--- src/rtl/t03_imm_gen_pipe.sv ---
// Pipelined RV immediate generator: combinational decode feeding a 2-entry
// skid buffer (main entry drives outputs, skid entry absorbs one overflow).
module t03_imm_gen_pipe #(
  parameter int XLEN  = 32,
  parameter int TAG_W = 32,
  parameter int CNT_W = 8
) (
  input  logic             clk,
  input  logic             nRst,
  input  logic             flush,
  input  logic             in_valid,
  output logic             in_ready,
  input  logic [31:0]      in_instr,
  input  logic [TAG_W-1:0] in_tag,
  output logic             out_valid,
  input  logic             out_ready,
  output logic [XLEN-1:0]  out_imm,
  output logic [2:0]       out_fmt,
  output logic             out_illegal,
  output logic [TAG_W-1:0] out_tag,
  output logic [CNT_W-1:0] illegal_cnt
);

  localparam logic [2:0] FMT_NONE = 3'd0;
  localparam logic [2:0] FMT_I    = 3'd1;
  localparam logic [2:0] FMT_S    = 3'd2;
  localparam logic [2:0] FMT_B    = 3'd3;
  localparam logic [2:0] FMT_U    = 3'd4;
  localparam logic [2:0] FMT_J    = 3'd5;
  localparam logic [2:0] FMT_Z    = 3'd6;
  localparam logic [2:0] FMT_SH   = 3'd7;

  typedef enum logic [1:0] {EMPTY, ONE, FULL} state_t;

  typedef struct packed {
    logic [XLEN-1:0]  imm;
    logic [2:0]       fmt;
    logic             ill;
    logic [TAG_W-1:0] tag;
  } entry_t;

  state_t           state_q, state_d;
  entry_t           m_q, m_d, s_q, s_d, dec;
  logic [CNT_W-1:0] cnt_q, cnt_d;
  logic             accept, deliver;
  logic [2:0]       funct3;

  assign funct3 = in_instr[14:12];

  // Illegal encodings always carry fmt NONE and a zero immediate.
  always_comb begin
    dec     = '0;
    dec.tag = in_tag;
    case (in_instr[6:0])
      7'b0010011: begin
        if (funct3 == 3'b001 || funct3 == 3'b101) begin
          if (XLEN == 32 && in_instr[25]) begin
            dec.ill = 1'b1;
          end else begin
            dec.fmt = FMT_SH;
            dec.imm = (XLEN == 32) ? XLEN'(in_instr[24:20]) : XLEN'(in_instr[25:20]);
          end
        end else begin
          dec.fmt = FMT_I;
          dec.imm = XLEN'($signed(in_instr[31:20]));
        end
      end
      7'b0000011, 7'b1100111: begin
        dec.fmt = FMT_I;
        dec.imm = XLEN'($signed(in_instr[31:20]));
      end
      7'b0100011: begin
        dec.fmt = FMT_S;
        dec.imm = XLEN'($signed({in_instr[31:25], in_instr[11:7]}));
      end
      7'b1100011: begin
        dec.fmt = FMT_B;
        dec.imm = XLEN'($signed({in_instr[31], in_instr[7], in_instr[30:25],
                                 in_instr[11:8], 1'b0}));
      end
      7'b1101111: begin
        dec.fmt = FMT_J;
        dec.imm = XLEN'($signed({in_instr[31], in_instr[19:12], in_instr[20],
                                 in_instr[30:21], 1'b0}));
      end
      7'b0110111, 7'b0010111: begin
        dec.fmt = FMT_U;
        dec.imm = XLEN'($signed({in_instr[31:12], 12'b0}));
      end
      7'b1110011: begin
        if (in_instr[14]) begin
          dec.fmt = FMT_Z;
          dec.imm = XLEN'(in_instr[19:15]);
        end else begin
          dec.fmt = FMT_I;
          dec.imm = XLEN'($signed(in_instr[31:20]));
        end
      end
      7'b0110011, 7'b0001111: begin
        dec.fmt = FMT_NONE;
      end
      default: begin
        dec.ill = 1'b1;
      end
    endcase
  end

  assign in_ready  = (state_q != FULL);
  assign out_valid = (state_q != EMPTY);
  assign accept    = in_valid & in_ready;
  assign deliver   = out_valid & out_ready;

  // The counter tracks deliveries independently of flush.
  always_comb begin
    state_d = state_q;
    m_d     = m_q;
    s_d     = s_q;
    cnt_d   = cnt_q;
    if (deliver && m_q.ill && cnt_q != {CNT_W{1'b1}}) begin
      cnt_d = cnt_q + CNT_W'(1);
    end
    if (flush) begin
      state_d = EMPTY;
    end else begin
      case (state_q)
        EMPTY: begin
          if (accept) begin
            m_d     = dec;
            state_d = ONE;
          end
        end
        ONE: begin
          if (accept && out_ready) begin
            m_d = dec;
          end else if (accept) begin
            s_d     = dec;
            state_d = FULL;
          end else if (out_ready) begin
            state_d = EMPTY;
          end
        end
        FULL: begin
          if (out_ready) begin
            m_d     = s_q;
            state_d = ONE;
          end
        end
        default: begin
          state_d = EMPTY;
        end
      endcase
    end
  end

  always_ff @(posedge clk or negedge nRst) begin
    if (!nRst) begin
      state_q <= EMPTY;
      m_q     <= '0;
      s_q     <= '0;
      cnt_q   <= '0;
    end else begin
      state_q <= state_d;
      m_q     <= m_d;
      s_q     <= s_d;
      cnt_q   <= cnt_d;
    end
  end

  assign out_imm     = m_q.imm;
  assign out_fmt     = m_q.fmt;
  assign out_illegal = m_q.ill;
  assign out_tag     = m_q.tag;
  assign illegal_cnt = cnt_q;

endmodule
--- config.mk ---
export PLATFORM = sky130hd
export DESIGN_NAME = t03_imm_gen_pipe
export DESIGN_NICKNAME = d
export VERILOG_FILES = /design/src/rtl/t03_imm_gen_pipe.sv
export SDC_FILE = /design/constraint.sdc
export NUM_CORES = 1
export LEC_CHECK = 0
export CORE_MARGIN = 10
export CORE_UTILIZATION = 40
export DETAILED_ROUTE_END_ITERATION = 6
export GPL_ROUTABILITY_DRIVEN = 0
export PLACE_DENSITY_LB_ADDON = 0.08
export SYNTH_ARGS = -nofsm -noshare
export SYNTH_HDL_FRONTEND = slang
export SYNTH_SLANG_ARGS = --single-unit
--- constraint.sdc ---
create_clock -name clk -period 2.05 [get_ports clk]
set_input_delay 0.3075 -clock clk [delete_from_list [all_inputs] [get_ports clk]]
set_output_delay 0.3075 -clock clk [all_outputs]
set_load 0.02 [all_outputs]
==> qor.yml <==
clock_sinks: 146
cp-end-kind: "flip-flop"
grt_pass1_wl_mm: 34.5
ys_warn_count: 0
crit_buf_inv: 1
hp-class: "in2async"
cp_slowest_cell: "clkdlybuf4s50_1"
finClkSkew_ps: 8.59
die_area_sq_mm: 0.0231
synth-seq-area-share_pct: 52.4
synth_top_area_cell: "dfrtp_1"
ys_seq_elements: 146
die_h_um: 152
vias_per_cell: 5.41
worstPathRequired_ps: 2360
post_synth_fa_ha_maj_area_fraction_pct: 0.180
seq_area_sq_mm: 0.00365
yosys.area_share.simple_pct: 22.5
slowest_delay_ps: 490
async_reset_ff_share_pct: 100
synthMuxAreaShare_pct: 0.933
min_period_ps: 1950
multiInputGateArea_sq_mm: 0.00309
ys_types: 63
antenna_found_initial: 0
clock_latency_ps: 420
grt-ovfl-total: 0
worstSetupPathType: "in2reg"
firstDrtPassIters: 5
worst_ep_arrival_time_ps: 2260
die_width_um: 152
vdd_drop_max_v: 0.000592
drc: 0
grt_max_degree: 49
place.port_buffers: 146
drive_above_1_share_pct: 13.3
synth-compound-area-share_pct: 19.4
cts_buffers: 17
coreArea_sq_mm: 0.0172
cts.htree.levels: 4
wl_per_cell_um: 17.7
outcome: "finished clean"
tightest_slew_ps: 535
grt_pass1_vias: 6568
drt_iter0_markers: 496
rows: 48
cap_violations: 0
final-hold-violation-count: 0
yosysTopAreaCellShare_pct: 52.4
synthCells: 776
area_growth_pct: 39.1
initial_core_util_pct: 40.6
setup-tns-final_ps: 0
synth_edf_count: 0
nets: 1018
setup_viol_count_final: 0
cts_tree: "done"
grt_usage_pct: 17.9
synthTopCellsByArea: "dfrtp_1 (52%), nand2_1 (12%), a31oi_1 (4.6%), nor2_1 (4.0%), a21oi_1 (2.5%)"
vias: 6412
syn_area_per_cell_sq_um: 8.98
hold_ws_ps: 397
cp_top_family: "simple AND/OR/NAND/NOR gates"
wl_mm: 21.0
cts_setup_buffers: 0
rsz0062_at_grt: "no"
num_io_pins: 147
synth_top_family_by_area: "simple AND/OR/NAND/NOR gates"
clockBufferDepth: 2
finalPower_mw: 8.91
ant_nets: 0
report.final.slew_viol_count: 0
synth_xor_area_share_pct: 0.880
path_clk_slew_ps: 60
fmax_ghz: 0.512
place_hpwl_mm: 15.2
diodes: 0
crit_fanout: 11
crit_chain: "clkdlybuf4s50_1 > a211o_1 > and2_4 > or3_4 > and3_4 > a221oi_1"
critPathLaunchType: "primary input"
ys.flop_type: "dfrtp_1"
max_slew_margin_pct: 64.3
finalCritPeriodShare_pct: 95.2
syn-num-nets: 846
synth_area_sq_mm: 0.00697
nFillCells: 1505
p_per_area_mw_per_mm2: 919
cts_root_buffer: "clkbuf_16"
p_leak_nw: 4.32
-- report_power, final --
part	switching [mW]	internal (mW)
clock	1.23	1.82
sequential	0.308	3.39
combinational	1.12	1.05
total	2.65	6.26
-- cells by family (layout without fill, tap and decap cells) --
group / after synthesis / after routing
fa+ha+maj: 1 / 1
buf+inv: 62 / 246
compound gates: 190 / 190
simple gates: 364 / 364
xor+xnor: 7 / 7
mux: 6 / 6
flops: 146 / 146
-- area by class of cell --
type	count	share of cell area (%)
Clock buffer	19	4.57
Clock inverter	12	1.37
Inverter	4	0.168
Multi-Input combinational cell	568	31.9
Sequential cell	146	37.7
Tap cell	225	2.90
Timing Repair Buffer	211	21.4
-- layout by cell type (no fill, tap or decap), drive strengths merged, types with 3 or more instances in the layout --
master,n
nand4b,3
o21ai,27
nand4,7
a22o,17
nand2,218
clkdlybuf4s50,143
o2bb2ai,9
and2,4
inv,5
a31o,6
clkinv,7
xnor2,5
nor2b,5
o211ai,3
dfrtp,146
nand2b,9
a221oi,14
nand3,7
a22oi,3
and3,13
a31oi,51
clkbuf,19
mux2,4
or3,10
nand3b,3
nor2,76
a221o,3
buf,65
a211o,3
a21oi,35
-- sequential cells by signal, summed over array words and instances, names as in the netlist --
| signal | count |
|---|---|
| s_q | 68 |
| illegal_cnt | 8 |
| out_tag | 32 |
| state_q | 2 |
| out_imm | 32 |
| out_illegal | 1 |
| out_fmt | 3 |
-- worst register-to-register path, cell delays in order, from the launching register on --
cell and delay (ps):
dfrtp_1 450, mux2i_1 280, o32a_1 310, nor2_2 80
buf_4 220, a221oi_1 280, nand2_1 110
-- per-stage QoR --
step | instances | instance area (sq um) | utilization (%) | worst slack [ps]
after detailed placement | 1153 | 9100 | 53.0 | -281
after global placement | 1153 | 9100 | 53.0 | -205
final | 1185 | 9700 | 56.5 | 97.9
after CTS | 1185 | 9690 | 56.4 | 88.0
after global routing | 1185 | 9700 | 56.5 | 21.2
after floorplan | 776 | 6970 | - | 189
-- worst paths after layout --
path,from,endpoint,slack [ps],cells after the start
max in group asynchronous,nRst,s_q[54],1020,3
worst min-delay path,nRst,illegal_cnt[7],400,2
min in group clk,in_tag[31],s_q[31],450,3
worst max-delay path,in_instr[14],out_imm[26],100,6
worst max register to register,state_q[1],out_imm[4],200,6
worst min register to register,s_q[29],s_q[29],480,2
-- metal layers --
metal  track usage [%]  routed length (um)  vias to the layer above
li1                  -                   -                     3058
met1              22.2                9090                     3138
met2              29.7               10300                      182
met3              4.37                1040                       34
met4              6.60                 506                        0
met5                 0                   0                        -
-- Yosys cell counts, types with 2 or more instances --
cell         n
buf_2        8
nand3_1      7
a221oi_1     6
nand2_1    218
o22ai_1      2
o211ai_1     3
or3_1        9
a31o_2       6
a22o_1      17
a221o_1      3
nand3b_1     3
buf_6        2
and3_1      12
dfrtp_1    146
mux2_2       4
nor2b_1      5
buf_1        5
o2bb2ai_1    9
xnor2_1      5
clkbuf_1    43
mux2i_1      2
inv_1        3
a21oi_1     35
and3b_1      2
nand4b_1     3
nor3_1       2
a221oi_2     8
and2_1       2
nor2_1      75
xor2_1       2
nand2b_1     9
o21ai_0     26
a41o_1       2
a31oi_1     51
o41ai_1      2
a21boi_0     2
nand4_1      7
a211o_1      3
a22oi_1      3
-- what timing repair did --
action / 4_1_cts / 5_1_grt
endpoints found under the setup margin: 2 / 17
hold buffers: 1 / 0
hold endpoints to repair: 45 / 0
gates resized for setup: 4 / 4
No activity file was read; power rests on OpenSTA's default activity.
